===== src/rtl/dmem_responder.sv =====
// Data-memory responder for the MIPS core load/store port: word RAM plus CYCLES/SCRATCH
// MMIO registers, with a fixed wait-state latency and a one-cycle ready pulse per access.
module dmem_responder #(
  parameter int MIPS_SIZE = 32,
  parameter int DEPTH     = 64,
  parameter int LATENCY   = 2
) (
  input  logic                 CLK,
  input  logic                 RST,
  input  logic                 req,
  input  logic                 we,
  input  logic [MIPS_SIZE-1:0] addr,
  input  logic [MIPS_SIZE-1:0] wdata,
  output logic [MIPS_SIZE-1:0] rdata,
  output logic                 ready,
  output logic                 err,
  output logic                 busy
);

  localparam int AW = $clog2(DEPTH);
  localparam logic [2:0] CNT_INIT = (LATENCY > 0) ? 3'(LATENCY - 1) : 3'd0;
  localparam logic [MIPS_SIZE-1:0] RAM_TOP  = MIPS_SIZE'(DEPTH * 4);
  localparam logic [MIPS_SIZE-1:0] CYC_ADDR = MIPS_SIZE'(32'hFFFF_0000);
  localparam logic [MIPS_SIZE-1:0] SCR_ADDR = MIPS_SIZE'(32'hFFFF_0004);

  typedef enum logic [1:0] {IDLE, WAIT, RESP} state_t;

  state_t               state_q, state_d;
  logic [2:0]           cnt_q, cnt_d;
  logic                 we_q, we_d;
  logic [MIPS_SIZE-1:0] addr_q, addr_d;
  logic [MIPS_SIZE-1:0] wdata_q, wdata_d;
  logic [MIPS_SIZE-1:0] cycles_q, cycles_d;
  logic [MIPS_SIZE-1:0] scratch_q, scratch_d;
  logic [MIPS_SIZE-1:0] rdata_q, rdata_d;
  logic                 err_q, err_d;
  logic                 ready_q, ready_d;

  logic [MIPS_SIZE-1:0] mem [DEPTH];

  logic                 commit;
  logic                 acc_we;
  logic [MIPS_SIZE-1:0] acc_addr, acc_wdata;
  logic [AW-1:0]        acc_idx;
  logic                 ram_we;

  // State register
  always_ff @(posedge CLK) begin
    if (RST) begin
      state_q   <= IDLE;
      cnt_q     <= 3'd0;
      we_q      <= 1'b0;
      addr_q    <= '0;
      wdata_q   <= '0;
      cycles_q  <= '0;
      scratch_q <= '0;
      rdata_q   <= '0;
      err_q     <= 1'b0;
      ready_q   <= 1'b0;
    end else begin
      state_q   <= state_d;
      cnt_q     <= cnt_d;
      we_q      <= we_d;
      addr_q    <= addr_d;
      wdata_q   <= wdata_d;
      cycles_q  <= cycles_d;
      scratch_q <= scratch_d;
      rdata_q   <= rdata_d;
      err_q     <= err_d;
      ready_q   <= ready_d;
    end
  end

  // Next-state logic and request capture
  always_comb begin
    state_d = state_q;
    cnt_d   = cnt_q;
    we_d    = we_q;
    addr_d  = addr_q;
    wdata_d = wdata_q;
    unique case (state_q)
      IDLE: if (req) begin
        state_d = (LATENCY == 0) ? RESP : WAIT;
        cnt_d   = CNT_INIT;
        we_d    = we;
        addr_d  = addr;
        wdata_d = wdata;
      end
      WAIT: begin
        if (cnt_q == 3'd0) state_d = RESP;
        else               cnt_d   = cnt_q - 3'd1;
      end
      RESP:    state_d = IDLE;
      default: state_d = IDLE;
    endcase
  end

  // With zero latency the commit edge is also the accept edge, so decode the live inputs then.
  always_comb begin
    commit    = (state_d == RESP) && (state_q != RESP);
    acc_we    = (state_q == IDLE) ? we    : we_q;
    acc_addr  = (state_q == IDLE) ? addr  : addr_q;
    acc_wdata = (state_q == IDLE) ? wdata : wdata_q;
    acc_idx   = acc_addr[AW+1:2];
  end

  // Output / datapath logic
  always_comb begin
    busy      = (state_q != IDLE);
    rdata_d   = '0;
    err_d     = 1'b0;
    ready_d   = commit;
    ram_we    = 1'b0;
    scratch_d = scratch_q;
    cycles_d  = cycles_q + MIPS_SIZE'(1);
    if (commit) begin
      if (acc_addr[1:0] != 2'b00) begin
        err_d = 1'b1;
      end else if (acc_addr < RAM_TOP) begin
        if (acc_we) ram_we  = 1'b1;
        else        rdata_d = mem[acc_idx];
      end else if (acc_addr == CYC_ADDR) begin
        if (!acc_we) rdata_d = cycles_q;
      end else if (acc_addr == SCR_ADDR) begin
        if (acc_we) scratch_d = acc_wdata;
        else        rdata_d   = scratch_q;
      end else begin
        err_d = 1'b1;
      end
    end
  end

  // RAM is deliberately not reset; a reset on the commit edge suppresses the write.
  always_ff @(posedge CLK) begin
    if (!RST && ram_we) mem[acc_idx] <= acc_wdata;
  end

  assign rdata = rdata_q;
  assign err   = err_q;
  assign ready = ready_q;

endmodule

===== config.mk =====
export PLATFORM = sky130hd
export DESIGN_NAME = dmem_responder
export DESIGN_NICKNAME = d
export VERILOG_FILES = /design/src/rtl/dmem_responder.sv
export SDC_FILE = /design/constraint.sdc
export NUM_CORES = 2
export LEC_CHECK = 0
export BUFFER_PORTS_ARGS = -buffer_cell sky130_fd_sc_hd__buf_2
export CORE_MARGIN = 2
export CORE_UTILIZATION = 45
export DETAILED_ROUTE_END_ITERATION = 10
export GPL_TIMING_DRIVEN = 1
export SLEW_MARGIN = 20
export SYNTH_ARGS = -nofsm -noshare
export SYNTH_HDL_FRONTEND = slang
export SYNTH_SLANG_ARGS = --single-unit

===== constraint.sdc =====
create_clock -name CLK -period 4.7 [get_ports CLK]
set_input_delay 0.235 -clock CLK [delete_from_list [all_inputs] [get_ports CLK]]
set_output_delay 0.235 -clock CLK [all_outputs]
set_load 0.01 [all_outputs]

* Word-level counts from Yosys, hierarchy flattened *
Memories as Yosys holds them, arrays and structs flattened.
Cells that the tools add are included.

cells by class
  add/sub/neg operators = 2
  magnitude comparators = 1
  equal/unequal tests = 7
  multiplexer cells = 25
  bitwise logic cells = 4
  reduce and logical (&&, ||, !) cells = 13

operators with widths
  cell                                                  count
  two-way mux 32 bit                                    8
  == test 32 bit (second input constant)                2
  adder 32 x 1 -> 32 bit (second input constant)        1
  < comparator 32 x 9 -> 1 bit (second input constant)  1
  two-way mux 1 bit                                     11
  two-way mux 3 bit                                     2
  inequality test 2 bit (second input constant)         3
  one-hot mux 3 bit (2 select lines)                    1
  AND reduction 6 bit                                   1
  nonzero test 2 bit                                    3
  two-way mux 2 bit                                     2
  inverter 1 bit                                        4
  one-hot mux 2 bit (2 select lines)                    1
  logical NOT 3 bit                                     1
  AND reduction 3 bit                                   1
  OR reduction 3 bit                                    1
  subtractor 3 x 1 -> 3 bit (second input constant)     1
  == test 2 x 1 -> 1 bit (second input constant)        1
  == test 2 bit (second input constant)                 1
  logical AND 1 bit                                     2
  logical NOT 2 bit                                     1
  AND reduction 2 bit                                   1
  OR reduction 2 bit                                    1
  logical NOT 1 bit                                     1

storage, ports and cells
  register bits = 168
  bits in writable memories = 2048
  bits of input ports = 68
  word-level logic and storage cells = 63
  memories kept = 1

memories
  memory  words  bits a word  rd ports  clocked after Yosys merged registers in  wr ports  line  RTL
  mem     64     32           1         0                                        1         39    logic [MIPS_SIZE-1:0] mem [DEPTH];

* Depth between registers and ports, before layout *
  word-level depth = 9
  gate-level depth with buffers = 15
  mapped depth without buffers = 10

* Least setup slack after synthesis *
OpenSTA, ideal clock, no wires.

  path type = register to register
  start = register state_q[1]
  end = memory mem[17][0], enable pin
  arrival time = 3547 ps
  required time = 4279 ps
  slack = 732 ps
  stages on the path, launching flop included = 11
  cells stage by stage = dfxtp_1 nor2_4 mux2_2 buf_4 buf_4 buf_2 buf_2 buf_2 nor3_1 nand2_1 nor2_1

between the ends
  word-level cells in the longest chain between the ends = 9
  elaborated cells between the ends (all ways) = 19
  classes of those cells = order compare (1); eq/ne (3); mux (11); reduce/logical (4)

ends and longest elaborated chain
  item                                                                      line          RTL
  start: declaration                                                        28            state_t state_q, state_d;
  start signal: assignment                                                  61            state_q <= state_d;
  logical NOT 2 bit                                                         81, 101, 102
  two-way mux 32 bit / two-way mux 1 bit (equally long branches)            102, 101
  < comparator 32 x 9 -> 1 bit / two-way mux 1 bit (equally long branches)  119, 120
  two-way mux 1 bit                                                         119           end else if (acc_addr < RAM_TOP) begin
  two-way mux 1 bit                                                         117           if (acc_addr[1:0] != 2'b00) begin
  two-way mux 1 bit                                                         116           if (commit) begin
  logical AND 1 bit                                                         135           if (!RST && ram_we) mem[acc_idx] <= acc_wdata;
  two-way mux 1 bit                                                         135
  two-way mux 1 bit (implied by the code)                                   135
  end: declaration                                                          39

Parallel ways exist; a longest one is shown, timed or not.

* Worst setup path after layout *
  start = register state_q[1]
  end = register rdata_q[19], in the netlist rdata[19]

between the ends
  word-level cells in the longest chain between the ends = 6
  elaborated cells between the ends (all ways) = 23
  classes of those cells = order compare (1); eq/ne (5); mux (11); bitwise (1); reduce/logical (4); memory (1)

ends and longest elaborated chain
  item                                                                  line  RTL
  branches (longest 6 deep; another with < comparator 32 x 9 -> 1 bit)  n/a
  end signal: assignment                                                68    rdata_q <= rdata_d;
  end: declaration                                                      35    logic [MIPS_SIZE-1:0] rdata_q, rdata_d;

Several ways; the timed one is not identified.
A chain may end at the register's enable or synchronous reset.

==> results.sh <==
export IMPL_tightest_slew_ns=1.27
export IMPL_drt_iter0_drc=8134
export IMPL_seq_area_frac_synth=0.744
export IMPL_synth_distinct_cells=82
export IMPL_synthCells=6312
export IMPL_ir_drop_uv=312
export IMPL_clock_latency_ns=0.89
export IMPL_rsz0062_at_grt="false"
export IMPL_fin_crit_sh=0.995
export IMPL_avgSynthCellArea_um2=13.8
export IMPL_netlist_top_cells_count="edfxtp_1, nand2_1, a21oi_1"
export IMPL_rows=161
export IMPL_cts_tree="yes"
export IMPL_worst_setup_path_start_kind="register"
export IMPL_r2r_end="rdata[19]$_SDFF_PP0_"
export IMPL_gp_congestion=0.922
export IMPL_yosys_area_top_type="edfxtp_1"
export IMPL_cts_inserted_buffers=221
export IMPL_cp_max_fo=47
export IMPL_min_delay_path_depth=4
export IMPL_hold_class="in2reg"
export IMPL_setup_viol=0
export IMPL_grt_overflow_total=0
export IMPL_hold_path_end="wdata_q[6]$_SDFFE_PP0P_"
export IMPL_period_needed_ns=4.67
export IMPL_slew_violations=0
export IMPL_place_area_um2=92800
export IMPL_synth_ff_latch_count=2216
export IMPL_drive_gt1_frac=0.140
export IMPL_finalSetupTns_ns=0
export IMPL_cts_resized_gates=0
export IMPL_clock_path_buffers=3
export IMPL_r2r_start="state_q[1]$_SDFF_PP0_"
export IMPL_io_pins=103
export IMPL_die_area_um2=197000
export IMPL_crit_type="reg2reg"
export IMPL_cts_setup_buffers=0
export IMPL_finClkSkew_ns=0.0439
export IMPL_synth_edf_count=2048
export IMPL_core_area_um2=193000
export IMPL_cap_viol_max_count=0
export IMPL_synth_warnings=0
export IMPL_fmax_mhz=214
export IMPL_worstSetupEndpointType="register"
export IMPL_hold_start="wdata[6]"
export IMPL_routed_wl_um=291000
export IMPL_grt_pass1_vias=54100
export IMPL_status="finished, final reports clean"
export IMPL_start_util=0.453
export IMPL_synth_most_common_cell="edfxtp_1"
export IMPL_grtUsageTotal=0.291
export IMPL_dr_total_vias=57400
export IMPL_slew_headroom=0.146
export IMPL_dpl_hpwl_um=180000
export IMPL_fill_cells=15800
export IMPL_p_leak_nw=34.0
export IMPL_synth_area_top_cells="edfxtp_1, nand2_1, dfxtp_1, mux2i_1, a21oi_1"
export IMPL_synth_fp_nets=6383
export IMPL_utilization=0.524
export IMPL_cp_data_required_time_ns=5.41
export IMPL_antenna_found_initial=11
export IMPL_antenna_left=0
export IMPL_cts_max_level=4
export IMPL_avgViaCountPerCell=6.10
export IMPL_clk_pin_slew_ns=0.06
export IMPL_drtPass1Iterations=6
export IMPL_wl_per_cell_um=31.0
export IMPL_die_h_um=444
export IMPL_cts_sinks=2216
export IMPL_yosys_area_top_type_share=0.706
export IMPL_grt_max_degree=119
export IMPL_clock_tree_root_cell="clkbuf_16"
export IMPL_p_per_area_nw_per_um2=461
export IMPL_synth_top_flop_cell="edfxtp_1"
export IMPL_finalHoldViolations=0
export IMPL_drcViolationCount=0
export IMPL_cp_arrival_ns=5.38
export IMPL_ff2ff_path_depth=12
export IMPL_rrSetupSlack_ns=0.03
export IMPL_nets=6748
export IMPL_areaGrowthSynthToFinish_pct=15.9
export IMPL_die_w_um=444
export IMPL_final_area_um2=101000
export IMPL_async_flop_share=0
export IMPL_grt_pass1_wl_um=408000
export IMPL_syn_area_um2=87100
export IMPL_io_buffers=102
logic make-up (layout without fill, tap and decap cells):
family                   count (synthesis)  after routing  synth area share
AO/OA/AOI/OAI                         1030           1030            0.0724
XOR/XNOR                                26             26           0.00261
adder cells (fa/ha/maj)                  3              3          0.000431
buffers and inverters                  394            949            0.0236
flip-flops                            2216           2216             0.744
multiplexers                           389            389            0.0485
other                                    0              9                 0
AND/OR/NAND/NOR                       2254           2254             0.108
worst max path at each step:
stage                           from              endpoint  slack [ns]  cells after the start
4_1_cts        state_q[0]$_SDFF_PP0_  rdata[19]$_SDFF_PP0_        0.27                     12
3_5_place_dp   state_q[0]$_SDFF_PP0_  rdata[19]$_SDFF_PP0_        0.26                     12
6_report       state_q[1]$_SDFF_PP0_  rdata[19]$_SDFF_PP0_        0.03                     12
5_1_grt        state_q[1]$_SDFF_PP0_  rdata[19]$_SDFF_PP0_        0.11                     12
3_3_place_gp   state_q[1]$_SDFF_PP0_  rdata[19]$_SDFF_PP0_        0.26                     12
2_1_floorplan  state_q[1]$_SDFF_PP0_  mem[17][0]$_DFFE_PP_        0.73                     10
final cells by class:
type,instances,area (um2),area share
Sequential cell,2216,64900,0.642
Multi-Input combinational cell,3702,21000,0.208
Clock buffer,306,6110,0.0605
Timing Repair Buffer,527,4630,0.0459
Tap cell,2526,3160,0.0313
Clock inverter,107,1160,0.0115
Inverter,9,33.8,0.000335
Antenna cell,9,22.5,0.000223
worst max-delay path: stages (launching register included):
cell,delay [ns]
dfxtp_1,0.33
buf_4,0.19
o21ai_2,0.76
nand2_8,0.47
buf_12,0.38
buf_4,0.24
buf_4,0.21
nand2_1,0.08
a21oi_1,0.07
nor4_1,0.57
a21oi_1,0.31
o21ai_0,0.67
nor3_1,0.13
routing by layer:
metal,GRT usage,share of wire,vias to the layer above
li1,-,-,24400
met1,0.396,0.39,29000
met2,0.444,0.45,3327
met3,0.0579,0.10,652
met4,0.152,0.058,2
met5,0,0.000024,-
flip-flops by register name (all words and copies together), names as in the netlist:
| signal | count |
|---|---|
| err | 1 |
| wdata_q | 32 |
| mem | 2048 |
| addr_q | 32 |
| cnt_q | 3 |
| state_q | 2 |
| rdata | 32 |
| we_q | 1 |
| ready | 1 |
| cycles_q | 32 |
| scratch_q | 32 |
placed cells by master (no fill, tap or decap), types with 18 or more instances in the layout:
cell type	n
o22ai_1	125
nand2_1	1508
a21oi_1	512
buf_2	101
and3_1	23
nor4_1	71
dlygate4sd3_1	86
clkinv_2	42
clkbuf_1	60
a31oi_1	43
buf_12	57
clkbuf_8	24
o21ai_0	98
a22oi_1	18
nand3_1	260
nor2_4	65
clkinv_1	25
mux2i_1	330
nand2_2	35
edfxtp_1	2048
nor3_1	87
a211oi_1	22
or4_1	28
dfxtp_1	168
o221ai_1	35
mux4_2	23
xor2_1	18
mux2_2	27
buf_4	283
nor2_1	111
a221oi_1	41
clkbuf_16	222
nand4_1	21
where the power goes:
part	internal [mW]	switching [mW]	leakage [nW]	total, mW
clock	9.99	7.66	3.55	17.6
sequential	22.3	0.0426	19.9	22.3
combinational	1.71	4.88	10.6	6.59
metrics by stage:
| stage | total power [mW] | hold WS (ns) | setup WS, ns | cells |
|---|---|---|---|---|
| floorplan | 26.4 | 0.371 | 0.732 | 6312 |
| global placement | 29.1 | 0.443 | 0.263 | 8894 |
| detailed placement | 29.2 | 0.447 | 0.259 | 8894 |
| CTS | 46.6 | 0.114 | 0.273 | 9393 |
| global route | 47.8 | 0.182 | 0.107 | 9394 |
| finish | 46.6 | 0.175 | 0.0252 | 9402 |
repair_timing:
action | in CTS | in global routing
endpoints found under the setup margin | 0 | 0
hold buffers | 86 | 0
endpoints found under the hold margin | 126 | 0
(Power assumes the default switching activity.)
